File: src/rtl/irs3_pkg.sv
// Shared types and widths for the IRS3 readout controller and its address stepper.
package irs3_pkg;

    localparam int IRS3_DAT_W = 12;
    localparam int IRS3_SMP_W = 6;
    localparam int IRS3_CH_W  = 3;

    typedef enum logic [2:0] {
        ST_IDLE,
        ST_CLEAR,
        ST_CONV,
        ST_SETTLE,
        ST_CAPTURE,
        ST_PUSH,
        ST_DONE,
        ST_ABORT
    } irs3_state_t;

    function automatic int max3(input int a, input int b, input int c);
        int m;
        m = (a > b) ? a : b;
        return (m > c) ? m : c;
    endfunction

endpackage

File: src/rtl/irs3_addr_stepper.sv
// Channel/sample address counter for the IRS3 readout: steps sample-major, wraps into
// the next channel, flags the final (NCH-1, NSMP-1) address.
module irs3_addr_stepper
    import irs3_pkg::*;
#(
    parameter int NCH  = 8,
    parameter int NSMP = 64
) (
    input  logic                  clk_i,
    input  logic                  rst_n_i,
    input  logic                  clear,
    input  logic                  step,
    output logic [IRS3_CH_W-1:0]  ch,
    output logic [IRS3_SMP_W-1:0] smp,
    output logic                  last
);

    localparam logic [IRS3_CH_W-1:0]  CH_LAST  = IRS3_CH_W'(NCH - 1);
    localparam logic [IRS3_SMP_W-1:0] SMP_LAST = IRS3_SMP_W'(NSMP - 1);

    assign last = (ch == CH_LAST) && (smp == SMP_LAST);

    // Stepping past the last address is refused so the counters never wrap on their own.
    always_ff @(posedge clk_i or negedge rst_n_i) begin
        if (!rst_n_i) begin
            ch  <= '0;
            smp <= '0;
        end else if (clear) begin
            ch  <= '0;
            smp <= '0;
        end else if (step && !last) begin
            if (smp == SMP_LAST) begin
                smp <= '0;
                ch  <= ch + IRS3_CH_W'(1);
            end else begin
                smp <= smp + IRS3_SMP_W'(1);
            end
        end
    end

endmodule

File: src/rtl/irs3_readout_ctrl.sv
// IRS3 digitize-and-readout sequencer: CLR, Wilkinson conversion, then CH/SMP scan streamed out.
// Define IRS3_READOUT_TESTPAT_EN to replace captured DAT with an address-derived test pattern.
module irs3_readout_ctrl
    import irs3_pkg::*;
#(
    parameter int CLR_CYCLES    = 4,
    parameter int CONV_CYCLES   = 4400,
    parameter int SETTLE_CYCLES = 3,
    parameter int NCH           = 8,
    parameter int NSMP          = 64
) (
    input  logic                  clk_i,
    input  logic                  rst_n_i,
    input  logic                  req_i,
    input  logic                  abort_i,
    output logic                  busy_o,
    output logic                  done_o,
    output logic                  irs_clr_o,
    output logic                  irs_start_o,
    output logic                  irs_ramp_o,
    output logic                  irs_doe_o,
    output logic [IRS3_SMP_W-1:0] irs_smp_o,
    output logic [IRS3_CH_W-1:0]  irs_ch_o,
    input  logic [IRS3_DAT_W-1:0] irs_dat_i,
    output logic [IRS3_DAT_W-1:0] dat_o,
    output logic [IRS3_CH_W-1:0]  dat_ch_o,
    output logic [IRS3_SMP_W-1:0] dat_smp_o,
    output logic                  dat_last_o,
    output logic                  dat_valid_o,
    input  logic                  dat_ready_i
);

    localparam int CNT_W = $clog2(max3(CLR_CYCLES, CONV_CYCLES, SETTLE_CYCLES) + 1);
    localparam logic [CNT_W-1:0] CLR_LAST    = CNT_W'(CLR_CYCLES - 1);
    localparam logic [CNT_W-1:0] CONV_LAST   = CNT_W'(CONV_CYCLES - 1);
    localparam logic [CNT_W-1:0] SETTLE_LAST = CNT_W'(SETTLE_CYCLES - 1);

    irs3_state_t            state, state_nxt;
    logic [CNT_W-1:0]       cnt, cnt_nxt;
    logic                   addr_clr, addr_step;
    logic [IRS3_CH_W-1:0]   ch;
    logic [IRS3_SMP_W-1:0]  smp;
    logic                   last;
    logic [IRS3_DAT_W-1:0]  capture_word;

    irs3_addr_stepper #(
        .NCH  (NCH),
        .NSMP (NSMP)
    ) u_stepper (
        .clk_i   (clk_i),
        .rst_n_i (rst_n_i),
        .clear   (addr_clr),
        .step    (addr_step),
        .ch      (ch),
        .smp     (smp),
        .last    (last)
    );

    assign irs_ch_o  = ch;
    assign irs_smp_o = smp;

`ifdef IRS3_READOUT_TESTPAT_EN
    assign capture_word = {ch, smp, 3'b101};
`else
    assign capture_word = irs_dat_i;
`endif

    // The phase counter restarts at zero on every state entry; abort overrides everything,
    // including a handshake completing in the same cycle.
    always_comb begin
        state_nxt = state;
        cnt_nxt   = cnt;
        addr_clr  = 1'b0;
        addr_step = 1'b0;
        if (abort_i && (state != ST_IDLE)) begin
            state_nxt = ST_ABORT;
            cnt_nxt   = '0;
            addr_clr  = 1'b1;
        end else begin
            case (state)
                ST_IDLE: begin
                    if (req_i) begin
                        state_nxt = ST_CLEAR;
                        cnt_nxt   = '0;
                        addr_clr  = 1'b1;
                    end
                end
                ST_CLEAR: begin
                    if (cnt == CLR_LAST) begin
                        state_nxt = ST_CONV;
                        cnt_nxt   = '0;
                    end else begin
                        cnt_nxt = cnt + CNT_W'(1);
                    end
                end
                ST_CONV: begin
                    if (cnt == CONV_LAST) begin
                        state_nxt = ST_SETTLE;
                        cnt_nxt   = '0;
                    end else begin
                        cnt_nxt = cnt + CNT_W'(1);
                    end
                end
                ST_SETTLE: begin
                    if (cnt == SETTLE_LAST) begin
                        state_nxt = ST_CAPTURE;
                        cnt_nxt   = '0;
                    end else begin
                        cnt_nxt = cnt + CNT_W'(1);
                    end
                end
                ST_CAPTURE: state_nxt = ST_PUSH;
                ST_PUSH: begin
                    if (dat_ready_i) begin
                        if (last) begin
                            state_nxt = ST_DONE;
                            addr_clr  = 1'b1;
                        end else begin
                            state_nxt = ST_SETTLE;
                            addr_step = 1'b1;
                        end
                    end
                end
                ST_DONE: state_nxt = ST_IDLE;
                ST_ABORT: begin
                    if (cnt == CLR_LAST) begin
                        state_nxt = ST_IDLE;
                        cnt_nxt   = '0;
                    end else begin
                        cnt_nxt = cnt + CNT_W'(1);
                    end
                end
                default: state_nxt = ST_IDLE;
            endcase
        end
    end

    // Pin outputs are decoded from the next state into flops so the IRS3 sees clean edges.
    always_ff @(posedge clk_i or negedge rst_n_i) begin
        if (!rst_n_i) begin
            state       <= ST_IDLE;
            cnt         <= '0;
            busy_o      <= 1'b0;
            done_o      <= 1'b0;
            irs_clr_o   <= 1'b0;
            irs_start_o <= 1'b0;
            irs_ramp_o  <= 1'b0;
            irs_doe_o   <= 1'b0;
            dat_valid_o <= 1'b0;
        end else begin
            state       <= state_nxt;
            cnt         <= cnt_nxt;
            busy_o      <= (state_nxt != ST_IDLE);
            done_o      <= (state_nxt == ST_DONE);
            irs_clr_o   <= (state_nxt == ST_CLEAR) || (state_nxt == ST_ABORT);
            irs_start_o <= (state_nxt == ST_CONV);
            irs_ramp_o  <= (state_nxt == ST_CONV);
            irs_doe_o   <= (state_nxt == ST_SETTLE) || (state_nxt == ST_CAPTURE) ||
                           (state_nxt == ST_PUSH);
            dat_valid_o <= (state_nxt == ST_PUSH);
        end
    end

    always_ff @(posedge clk_i or negedge rst_n_i) begin
        if (!rst_n_i) begin
            dat_o      <= '0;
            dat_ch_o   <= '0;
            dat_smp_o  <= '0;
            dat_last_o <= 1'b0;
        end else if (state == ST_CAPTURE) begin
            dat_o      <= capture_word;
            dat_ch_o   <= ch;
            dat_smp_o  <= smp;
            dat_last_o <= last;
        end
    end

endmodule

File: config.mk
export PLATFORM = sky130hd
export DESIGN_NAME = irs3_readout_ctrl
export DESIGN_NICKNAME = d
export VERILOG_FILES = /design/src/rtl/irs3_pkg.sv /design/src/rtl/irs3_addr_stepper.sv /design/src/rtl/irs3_readout_ctrl.sv
export SDC_FILE = /design/constraint.sdc
export NUM_CORES = 1
export LEC_CHECK = 0
export CAP_MARGIN = 0
export CORE_ASPECT_RATIO = 0.9
export CORE_MARGIN = 2
export CORE_UTILIZATION = 50
export DETAILED_ROUTE_END_ITERATION = 10
export PLACE_DENSITY = 0.79
export REMOVE_ABC_BUFFERS = 1
export SYNTH_ARGS = -nofsm -noshare
export SYNTH_HDL_FRONTEND = slang
export SYNTH_HIERARCHICAL = 1
export SYNTH_SLANG_ARGS = --single-unit
File: constraint.sdc
create_clock -name clk_i -period 5.55 [get_ports clk_i]
set_input_delay 1.3875 -clock clk_i [delete_from_list [all_inputs] [get_ports clk_i]]
set_output_delay 1.3875 -clock clk_i [all_outputs]
set_load 0.03 [all_outputs]
Word-level counts from Yosys, hierarchy flattened

Cells that the tools add are included.

Register bits after elaboration: 53
Bits in latches: 0
Bits in writable memories: 0
ROM bits: 0
Input port bits: 17
Output and inout bits: 38
Logic and storage cells: 83
Memories kept: 0

Add/subtract/negate cells: 3
$mul: 0
Div/mod/pow operators: 0
Magnitude comparators: 0
Equal/unequal tests: 20
Shift operators: 0
Mux-type cells: 30
Bitwise operators: 0
Reduce and logical (&&, ||, !) cells: 16

Operator list:

| cell                                            | count |
|---|---|
| 2-to-1 mux 13 bit                               | 5 |
| one-hot mux 13 bit (4 select lines)             | 1 |
| 2-to-1 mux 3 bit                                | 11 |
| == test 3 bit (second input constant)           | 9 |
| == test 13 x 2 -> 1 bit (second input constant) | 2 |
| one-hot mux 3 bit (8 select lines)              | 1 |
| 2-to-1 mux 6 bit                                | 3 |
| adder 13 x 1 -> 13 bit (second input constant)  | 1 |
| == test 13 bit (second input constant)          | 1 |
| == test 3 x 2 -> 1 bit (second input constant)  | 4 |
| 2-to-1 mux 1 bit                                | 8 |
| adder 6 x 1 -> 6 bit (second input constant)    | 1 |
| == test 3 x 1 -> 1 bit (second input constant)  | 2 |
| == test 6 bit (second input constant)           | 1 |
| nonzero test 3 bit                              | 2 |
| nonzero test 5 bit                              | 1 |
| AND reduction 2 bit                             | 2 |
| nonzero test 2 bit                              | 2 |
| adder 3 x 1 -> 3 bit (second input constant)    | 1 |
| logical AND 1 bit                               | 3 |
| zero test 3 bit                                 | 1 |
| logical OR 1 bit                                | 3 |
| != test 3 bit (second input constant)           | 1 |
| one-hot mux 1 bit (2 select lines)              | 1 |
| 2 further kinds                                 | 2 |

Longest topological paths before layout

Word-level depth: 9
Mapped depth: 9
Gate-level depth less buffers: 9

Modules after synthesis

Netlist, hierarchy kept.

By module, submodules not included:

| module            | times used | cells an instance | area each (um^2) | sequential area each (um^2) |
|---|---|---|---|---|
| irs3_readout_ctrl | 1          | 185               | 2132.0           | 1101.1 |
| irs3_addr_stepper | 1          | 48                | 493.0            | 225.2 |

Least setup slack after synthesis

Ideal clock, no wire load.

Kind: input port to flip-flop
From: input abort_i
To: register u_stepper.ch[1]
Library setup time: 0.121 ns
Arrival time: 2.600 ns
Slack: 2.829 ns
Cell stages on the path: 5
Path through: nor4_1 inv_1 nor4_4 or2_2 o21ai_1

Word-level cells in the longest chain between the ends: 5
Elaborated cells on any way between the ends: 8

RTL lines:

| item                                 | line                    | source |
|---|---|---|
| from (decl)                          | irs3_readout_ctrl.sv:15 | `input logic abort_i,` |
| logical AND 1 bit (*)                | irs3_readout_ctrl.sv:75 | `if (abort_i && (state != ST_IDLE)) begin` |
| 2-to-1 mux 1 bit                     | irs3_readout_ctrl.sv:75 |  |
| logical AND 1 bit                    | irs3_addr_stepper.sv:31 | `end else if (step && !last) begin` |
| nonzero test 2 bit (no source line)  | -                       |  |
| AND reduction 2 bit (no source line) | -                       |  |
| to (signal assigned)                 | irs3_addr_stepper.sv:34 | `ch <= ch + IRS3_CH_W'(1);` |
| to (decl)                            | irs3_addr_stepper.sv:13 | `output logic [IRS3_CH_W-1:0] ch,` |

Mark *: on every way between the ends. The rest lies on a longest branch, timed or not.
A chain may end at the register's enable or synchronous reset.

Worst setup path after layout

From: input abort_i
To: register u_stepper.ch[1]

Word-level cells in the longest chain between the ends: 5
Elaborated cells on any way between the ends: 8

RTL lines:

| item                                 | line                    | source |
|---|---|---|
| logical AND 1 bit                    | irs3_readout_ctrl.sv:75 |  |
| 2-to-1 mux 1 bit                     | irs3_readout_ctrl.sv:75 |  |
| net addr_step                        | irs3_readout_ctrl.sv:40 | `logic addr_clr, addr_step;` |
| logical AND 1 bit                    | irs3_addr_stepper.sv:31 |  |
| nonzero test 2 bit (no source line)  | -                       |  |
| AND reduction 2 bit (no source line) | -                       |  |

The timed path passes the listed nets, and every way through them passes these cells.

==> flow_metrics.env <==
export IMPL_dpl_hpwl_um=3610
export IMPL_fin_crit_sh_pct=57.6
export IMPL_start_util_pct=50.9
export IMPL_critPathKind="primary input to flop"
export IMPL_arrival_ns=3.40
export IMPL_fin_setup_tns_ns=0
export IMPL_ys_ff_latch=53
export IMPL_grt_use_met1_pct=25.4
export IMPL_nets=308
export IMPL_leakage_nw=1.41
export IMPL_combPwrFrac_pct=41.1
export IMPL_slew_violations=0
export IMPL_floorplan_die_area_mm2=0.00585
export IMPL_power_share_switching_pct=38.8
export IMPL_synth_cell_type_count=52
export IMPL_p_clk_share_pct=17.0
export IMPL_ir_drop_uv=229
export IMPL_whs_ns=0.497
export IMPL_required_ns=5.75
export IMPL_powerDensity_mw_per_mm2=385
export IMPL_async_reset_ff_share_pct=100
export IMPL_skew_ns=0.0109
export IMPL_yosysWarnings=6
export IMPL_num_vias=1976
export IMPL_grt_first_pass_wirelength_um=8850
export IMPL_slowest_stage="nor4_1"
export IMPL_critical_path_max_stage_delay_ns=0.63
export IMPL_worstPathCellList="clkdlybuf4s50_1 -> nor4_1 -> inv_1 -> nor4_4 -> or2_2 -> o21ai_1"
export IMPL_power_switching_mw=0.493
export IMPL_status="completed"
export IMPL_die_h_um=72.7
export IMPL_die_w_um=80.4
export IMPL_firstDrtPassIters=4
export IMPL_hold_path_class="flop to flop"
export IMPL_synth_flop_cell="dfrtp_1"
export IMPL_synth_top_cell_area_share_pct=50.5
export IMPL_n_fill_cell=415
export IMPL_route_detailed_wl_per_inst_um=14.4
export IMPL_max_freq_mhz=313
export IMPL_drive_gt1_share_pct=14.3
export IMPL_cts_tree="built"
export IMPL_syn_inst=233
export IMPL_syn_area_mm2=0.00263
export IMPL_cp_start_kind="primary input"
export IMPL_cts_root_buf="clkbuf_8"
export IMPL_overflow=0
export IMPL_worst_setup_path_end_kind="flop"
export IMPL_clkSlewWorstSetupHoldPaths_ns=0.10
export IMPL_worstPathMaxFanout=6
export IMPL_clock_path_buffers=2
export IMPL_grt_pass1_vias=1928
export IMPL_synth_area_leaders="dfrtp_1, mux2_2, nor2_1, ha_1, xor2_1"
export IMPL_layout_area_seq_mm2=0.00133
export IMPL_tightest_slew_ns=1.14
export IMPL_synth_largest_area_cell="dfrtp_1"
export IMPL_multi_input_area_mm2=0.00123
export IMPL_ioPinCount=55
export IMPL_slew_headroom_pct=24.0
export IMPL_grt_busiest_layer="met2"
export IMPL_fin_total_pwr_mw=1.27
export IMPL_htreeDepth=2
export IMPL_grt_util_all_layers_pct=19.4
export IMPL_seq_area_frac_synth_pct=50.5
export IMPL_hold_viol=0
export IMPL_synth_edf_count=0
export IMPL_ctsResizeCount=0
export IMPL_seqPwrFrac_pct=41.9
export IMPL_diodes=0
export IMPL_synth_area_per_cell_um2=11.3
export IMPL_core_mm2=0.00516
export IMPL_clock_latency_ns=0.31
export IMPL_maxCapViolCount=0
export IMPL_rows=25
export IMPL_vias_per_cell=5.58
export IMPL_postCtsSetupRepairBufs=0
export IMPL_finalSetupViolCount=0
export IMPL_postCtsHoldBufs=0
export IMPL_grt_max_degree=54
export IMPL_wl_um=5090
export IMPL_cts_made_buffers=5
export IMPL_antenna_found_initial=0
export IMPL_rsz0062_at_grt="false"
export IMPL_ant_nets=0
export IMPL_p_int_mw=0.778
export IMPL_detail_route_iter0_violations=156
export IMPL_port_buffers=54
export IMPL_grt_util_met2_pct=32.5
export IMPL_gp_congestion=0.828
export IMPL_finalCriticalPeriod_ns=3.20
export IMPL_areaGrowthSynthToFinish_pct=25.6
export IMPL_cts_sinks=53
export IMPL_grt_util_met3_pct=3.71
export IMPL_drc_errors=0
## path summary, 6_finish.rpt
kind / from / to / slack [ns] / cells after the start
max: abort_i / u_stepper/ch[1] / 2.35 / 6
min: dat_o[2] / dat_o[2] / 0.50 / 1
max reg2reg: u_stepper/ch[0] / u_stepper/ch[1] / 2.81 / 9
min reg2reg: dat_o[2] / dat_o[2] / 0.50 / 1
max in group asynchronous: rst_n_i / cnt[12] / 3.92 / 2
min in group asynchronous: rst_n_i / cnt[2] / 1.18 / 2
## layout make-up
class / count / area share [%]
clock buffers: 6 / 2.20
clock inverters: 2 / 0.455
inverters: 8 / 0.911
multi-input cells: 163 / 37.2
flip-flops and latches: 53 / 40.2
well taps: 67 / 2.54
repair buffers: 55 / 16.5
## layout by cell type (no fill, tap or decap), drive strengths merged, types with 5 or more instances in the layout
| cell | Yosys | routed |
|---|---|---|
| a21oi | 6 | 6 |
| and3 | 10 | 10 |
| clkbuf | 2 | 6 |
| clkdlybuf4s50 | 0 | 53 |
| dfrtp | 53 | 53 |
| ha | 5 | 5 |
| inv | 8 | 8 |
| mux2 | 22 | 22 |
| nand2 | 7 | 7 |
| nand2b | 6 | 6 |
| nand3 | 11 | 11 |
| nor2 | 18 | 18 |
| nor3 | 5 | 5 |
| nor4 | 6 | 6 |
| o21ai | 17 | 17 |
| xor2 | 7 | 7 |
## layer usage
layer	wire, um	up-vias
li1	-	947
met1	2300	968
met2	2480	54
met3	237	7
met4	65	0
met5	0	-
## flip-flops by register name, summed over array words and instances (netlist names)
| signal | flops |
|---|---|
| cnt | 13 |
| dat_o | 12 |
| dat_smp_o | 6 |
| u_stepper/smp | 6 |
| dat_ch_o | 3 |
| state | 3 |
| u_stepper/ch | 3 |
| busy_o | 1 |
| dat_last_o | 1 |
| dat_valid_o | 1 |
| done_o | 1 |
| irs_clr_o | 1 |
| irs_doe_o | 1 |
| irs_ramp_o | 1 |
## cells in the mapped netlist (all sizes together), types with 5 or more instances
cell type and n:
dfrtp 53, mux2 22, nor2 18, o21ai 17, nand3 11, and3 10, inv 8, buf 7
nand2 7, xor2 7, a21oi 6, nand2b 6, nor4 6, ha 5, nor3 5
## power groups by stage
stage	combinational (mW)	sequential [mW]	clock, mW
4_1_cts	0.527	0.531	0.221
3_5_place_dp	0.526	0.540	0
3_3_place_gp	0.517	0.535	0
6_report	0.523	0.532	0.216
2_1_floorplan	0.231	0.641	0
5_1_grt	0.570	0.544	0.240
## logic make-up after synthesis
family          count (synthesis)  synth area share, %
mux                            23                 9.82
buf+inv                        17                 2.86
simple gates                   83                 19.7
compound gates                 42                 11.4
xor+xnor                       10                 3.34
fa+ha+maj                       5                 2.38
flops                          53                 50.5
## critical path, delay by kind of cell
family / cells / cell delay [ns]
buf+inv: 2 / 0.69
simple gates: 3 / 1.25
compound gates: 1 / 0.07
## through the flow
stage | area [um^2] | util [%] | cells | setup slack [ns]
final | 3300 | 63.9 | 354 | 2.35
after global routing | 3300 | 63.9 | 354 | 2.22
after detailed placement | 3210 | 62.2 | 346 | 2.02
after global placement | 3210 | 62.2 | 346 | 2.10
after CTS | 3300 | 63.9 | 354 | 2.36
after floorplan | 2580 | - | 224 | 2.83
No activity file was read; power rests on OpenSTA's default activity.
==> edit 1: new RTL, config.mk and constraints unchanged <==
Change the parameter `SETTLE_CYCLES` from 3 to 6.
--- a/src/rtl/irs3_readout_ctrl.sv
+++ b/src/rtl/irs3_readout_ctrl.sv
@@ -5,7 +5,7 @@
 #(
     parameter int CLR_CYCLES    = 4,
     parameter int CONV_CYCLES   = 4400,
-    parameter int SETTLE_CYCLES = 3,
+    parameter int SETTLE_CYCLES = 6,
     parameter int NCH           = 8,
     parameter int NSMP          = 64
 ) (
Function: no difference found for any inputs over 10 cycles, from zero or initial values and one cycle with rst_n_i low; that may be too few to reach the edited logic, so the function may still have changed.
==> edit 1 against the original RTL <==
- sequential cell count stayed put
- area after synthesis grew 4.0%
- worst setup slack better by 0.17 ns
- cell count rose by 3.1%
- synthesized cell count is 4.7% higher
- design area is 3.9% higher
- clock power up 24%
- routed wire length up 4.7%
- highest routed layer unchanged
- total power rose by 2.8%
- critical endpoint unchanged
==> edit 1: results (changes against the original RTL) <==
* Weighted congestion reported at the end of routability-driven placement at 0.844 (was 0.828)
* Number of library cell types mapped by synthesis at 54 (was 52)
* Via count of the first global-routing pass at 1914 (was 1928)
* Total instance count after detailed placement at 357 (was 346)
* Critical Path Fanout Max at 8 (was 6)
* Worst slew margin at 24.5% (was 24.0%)
* Final Net Count at 319 (was 308)
* Worst hold slack at 0.512 ns (was 0.497 ns)
* Fraction of final layout cells with drive strength greater than 1 at 18.5% (was 14.3%)
* Crit-path slowest cell: sky130_fd_sc_hd__nor4_2 (was sky130_fd_sc_hd__nor4_1)
* Met3 routed wirelength at 261 um (was 237 um)
* Reg2Reg Setup Slack at 3.10 ns (was 2.81 ns)
* Lkg Pwr at 1.42 nW (was 1.41 nW)
* Launch instance of the worst min-delay path: dat_smp_o[4] (was dat_o[2])
* Final critical-path setup slack at 2.52 ns (was 2.35 ns)
* Placed inst area at 3310 um2 (was 3210 um2)
* Crit. Startpoint: req_i (was abort_i)
* Met2 layer wire length in the routed design at 2620 um (was 2480 um)
* Routed length on met1 at 2400 um (was 2300 um)
* Worst-case vdd ir drop at 0.000271 V (was 0.000229 V)
* Global Route met2 Usage at 30.0% (was 32.5%)
* Slowest Stage Delay on Critical Path at 0.51 ns (was 0.63 ns)
* Half-perimeter wire length after detailed placement at 3800 um (was 3610 um)
* Avg Cell Area, Syn at 11.2 um2 (was 11.3 um2)
* Post-route insts no fill at 365 (was 354)
* First-pass GRT wire length at 8800 um (was 8850 um)
* Average via count per standard cell at 5.62 (was 5.58)
* Total routing usage reported by global routing at 18.7% (was 19.4%)
* Status: complete, no violations (unchanged)
* End point of the most critical hold path: dat_smp_o[4] (was dat_o[2])
[edit 1: power breakdown]
part	switching, mW	internal, mW
clock	0.122	0.147
combinational	0.291	0.217
sequential	0.0675	0.462
[edit 1: kinds of logic (layout without fill, tap and decap cells)]
kind of cell	after synthesis	count (layout)	synth area share (%)
and+or+nand+nor	83	83	19.1
buffers and inverters	18	72	3.21
AOI/OAI and AO/OA	49	49	13.1
xor gates and xnor gates	11	11	3.53
adders and majority gates	5	5	2.29
DFF	53	53	48.6
muxes	25	25	10.2
[edit 1: layout make-up]
cell class                      instances  area [um2]
Tap cell                               67        83.8
Multi-Input combinational cell        173        1320
Timing Repair Buffer                   55         543
Sequential cell                        53        1330
Clock inverter                          2        37.5
Clock buffer                            6        82.6
Fill cell                             400        1830
Inverter                                9        33.8
==> edit 2: new RTL, same settings <==
Made on the original files. Re-encode `irs3_state_t` (8 states) as Gray code, 3 bits wide.
--- a/src/rtl/irs3_pkg.sv
+++ b/src/rtl/irs3_pkg.sv
@@ -6,14 +6,14 @@
     localparam int IRS3_CH_W  = 3;
 
     typedef enum logic [2:0] {
-        ST_IDLE,
-        ST_CLEAR,
-        ST_CONV,
-        ST_SETTLE,
-        ST_CAPTURE,
-        ST_PUSH,
-        ST_DONE,
-        ST_ABORT
+        ST_IDLE    = 3'b000,
+        ST_CLEAR   = 3'b001,
+        ST_CONV    = 3'b011,
+        ST_SETTLE  = 3'b010,
+        ST_CAPTURE = 3'b110,
+        ST_PUSH    = 3'b111,
+        ST_DONE    = 3'b101,
+        ST_ABORT   = 3'b100
     } irs3_state_t;
 
     function automatic int max3(input int a, input int b, input int c);
Formal check against the unedited RTL: same outputs for any inputs over 10 cycles, from zero or initial values and one cycle with rst_n_i low; not proved beyond that.
==> edit 2 against the original RTL <==
- routed wire length up 8.5%
- design area rose by 2.9%
- total power is 11% lower
- critical endpoint unchanged
- sequential cell count unchanged
- worst setup slack worse by 0.30 ns
- worst hold slack improved by 0.016 ns
- largest power group unchanged
- highest routed layer unchanged
- non-clock buffer count stayed put
- count of clock-buffer cells in the layout is the same
- area after synthesis is 5.1% higher
==> edit 2: results (changes against the original RTL) <==
* Status: complete, no violations (unchanged)
* Number of buffers created by CTS at 5 (unchanged)
* Transition time at the pin with the least slew margin at 1.10 ns (was 1.14 ns)
* Compound-gate portion of the synthesized area at 11.6% (was 11.4%)
* Adder-cell share of the synthesized area at 2.27% (was 2.38%)
* Post-route insts no fill at 374 (was 354)
* Initial antenna violation count at 0 (unchanged)
* Syn. warnings at 6 (unchanged)
* Number of library cell types mapped by synthesis at 57 (was 52)
* WP data arrival at 3.69 ns (was 3.40 ns)
* Via count of the first global-routing pass at 2045 (was 1928)
* Critical Path Fanout Max at 9 (was 6)
* Sequential element share of the synthesized area at 48.1% (was 50.5%)
* 1st-pass router iterations at 4 (unchanged)
* Worst-case vdd ir drop at 0.000225 V (was 0.000229 V)
* Average via count per standard cell at 5.56 (was 5.58)
* Avg Cell Area, Syn at 10.7 um2 (was 11.3 um2)
* Fraction of final layout cells with drive strength greater than 1 at 16.3% (was 14.3%)
* Per-cell routed wire length at 14.8 um (was 14.4 um)
* Half-perimeter wire length after detailed placement at 3980 um (was 3610 um)
* First-pass GRT wire length at 9230 um (was 8850 um)
* Starting DRC count in detailed routing at 130 (was 156)
* Worst-case clock skew at 0.00717 ns (was 0.0109 ns)
* Launch instance of the worst register-to-register path: u_stepper/ch[0] (unchanged)
* CTS max path bufs at 2 (unchanged)
* Largest net degree at the start of global routing at 54 (unchanged)
* Total routing usage reported by global routing at 19.4% (about the same)
* Leading cell types by total area after synthesis: sky130_fd_sc_hd__dfrtp_1 48%, sky130_fd_sc_hd__mux2_2 9.0%, sky130_fd_sc_hd__nor2_1 2.7% (was sky130_fd_sc_hd__dfrtp_1 51%, sky130_fd_sc_hd__mux2_2 7.3%, sky130_fd_sc_hd__nor2_1 2.6%)
* Total setup buffers inserted after CTS at 0 (unchanged)
* Launch instance of the worst min-delay path: dat_o[10] (was dat_o[2])
* Post-CTS clock slew at the launch and capture registers of the worst setup and hold paths at 0.09 ns
* Fraction of synthesized area in multiplexers at 12.1% (was 9.82%)
* Most numerous cell types in the synthesized netlist: 53 x sky130_fd_sc_hd__dfrtp_1, 22 x sky130_fd_sc_hd__mux2_2, 20 x sky130_fd_sc_hd__nor2_1 (was 53 x sky130_fd_sc_hd__dfrtp_1, 18 x sky130_fd_sc_hd__nor2_1, 17 x sky130_fd_sc_hd__mux2_2)
* Final Net Count at 328 (was 308)
* Lkg Pwr at 1.46 nW (was 1.41 nW)
* Root buf cell: sky130_fd_sc_hd__clkbuf_8 (unchanged)
* Number of diodes added for antenna fixing at 0 (unchanged)
* Fraction of synthesized cell area in xor and xnor cells at 2.22% (was 3.34%)
* Worst-Skew Late Latency at 0.30 ns
* Weighted congestion reported at the end of routability-driven placement at 0.884 (was 0.828)
* Setup slack after placement at 1.78 ns (was 2.02 ns)
==> edit 2: where the power goes <==
group | leakage [nW] | switching [mW] | internal (mW)
Clock | 0.0512 | 0.125 | 0.101
Sequential | 0.702 | 0.0478 | 0.437
Combinational | 0.710 | 0.240 | 0.183
Total | 1.46 | 0.413 | 0.722
==> edit 2: final cells by class <==
| cell class | instances | area (um2) |
|---|---|---|
| fillers | 435 | 1890 |
| clock buffers | 6 | 82.6 |
| clock inverters | 2 | 13.8 |
| flip-flops and latches | 53 | 1330 |
| multi-input cells | 178 | 1290 |
| well taps | 67 | 83.8 |
| repair buffers | 55 | 543 |
| inverters | 13 | 48.8 |
==> edit 2: kinds of logic after synthesis <==
family          count (synthesis)
simple gates                   89
xor+xnor                        7
compound gates                 47
buf+inv                        26
flops                          53
mux                            30
fa+ha+maj                       5
==> edit 2: worst paths after layout <==
path                              endpoint  cells past startpoint  slack (ns)
setup / recovery           u_stepper/ch[1]                      7        2.05
hold / removal                   dat_o[10]                      1        0.51
setup reg to reg           u_stepper/ch[1]                      9        2.81
hold reg to reg                  dat_o[10]                      1        0.51
max in group asynchronous           cnt[0]                      2        3.92
min in group asynchronous           cnt[2]                      2        1.19
==> edit 2: stage by stage <==
stage	area, um2	power (mW)
floorplan	2670	0.769
global placement	3300	0.910
detailed placement	3300	0.918
CTS	3390	1.14
global route	3390	1.21
finish	3390	1.14
==> edit 2: critical path: stages <==
cell	delay, ns
sky130_fd_sc_hd__clkdlybuf4s50_1	0.55
sky130_fd_sc_hd__nand2b_1	0.28
sky130_fd_sc_hd__nor4_1	0.65
sky130_fd_sc_hd__inv_1	0.17
sky130_fd_sc_hd__nor4_4	0.38
sky130_fd_sc_hd__or2_2	0.21
sky130_fd_sc_hd__o21ai_1	0.07
==> edit 2: per-layer routing <==
metal	track usage (%)	part of all wire, %	up-vias
li1	-	-	1020
met1	25.6	46	1010
met2	32.3	49	48
met3	4.25	4.5	2
met4	5.37	0.43	0
met5	0	0	-
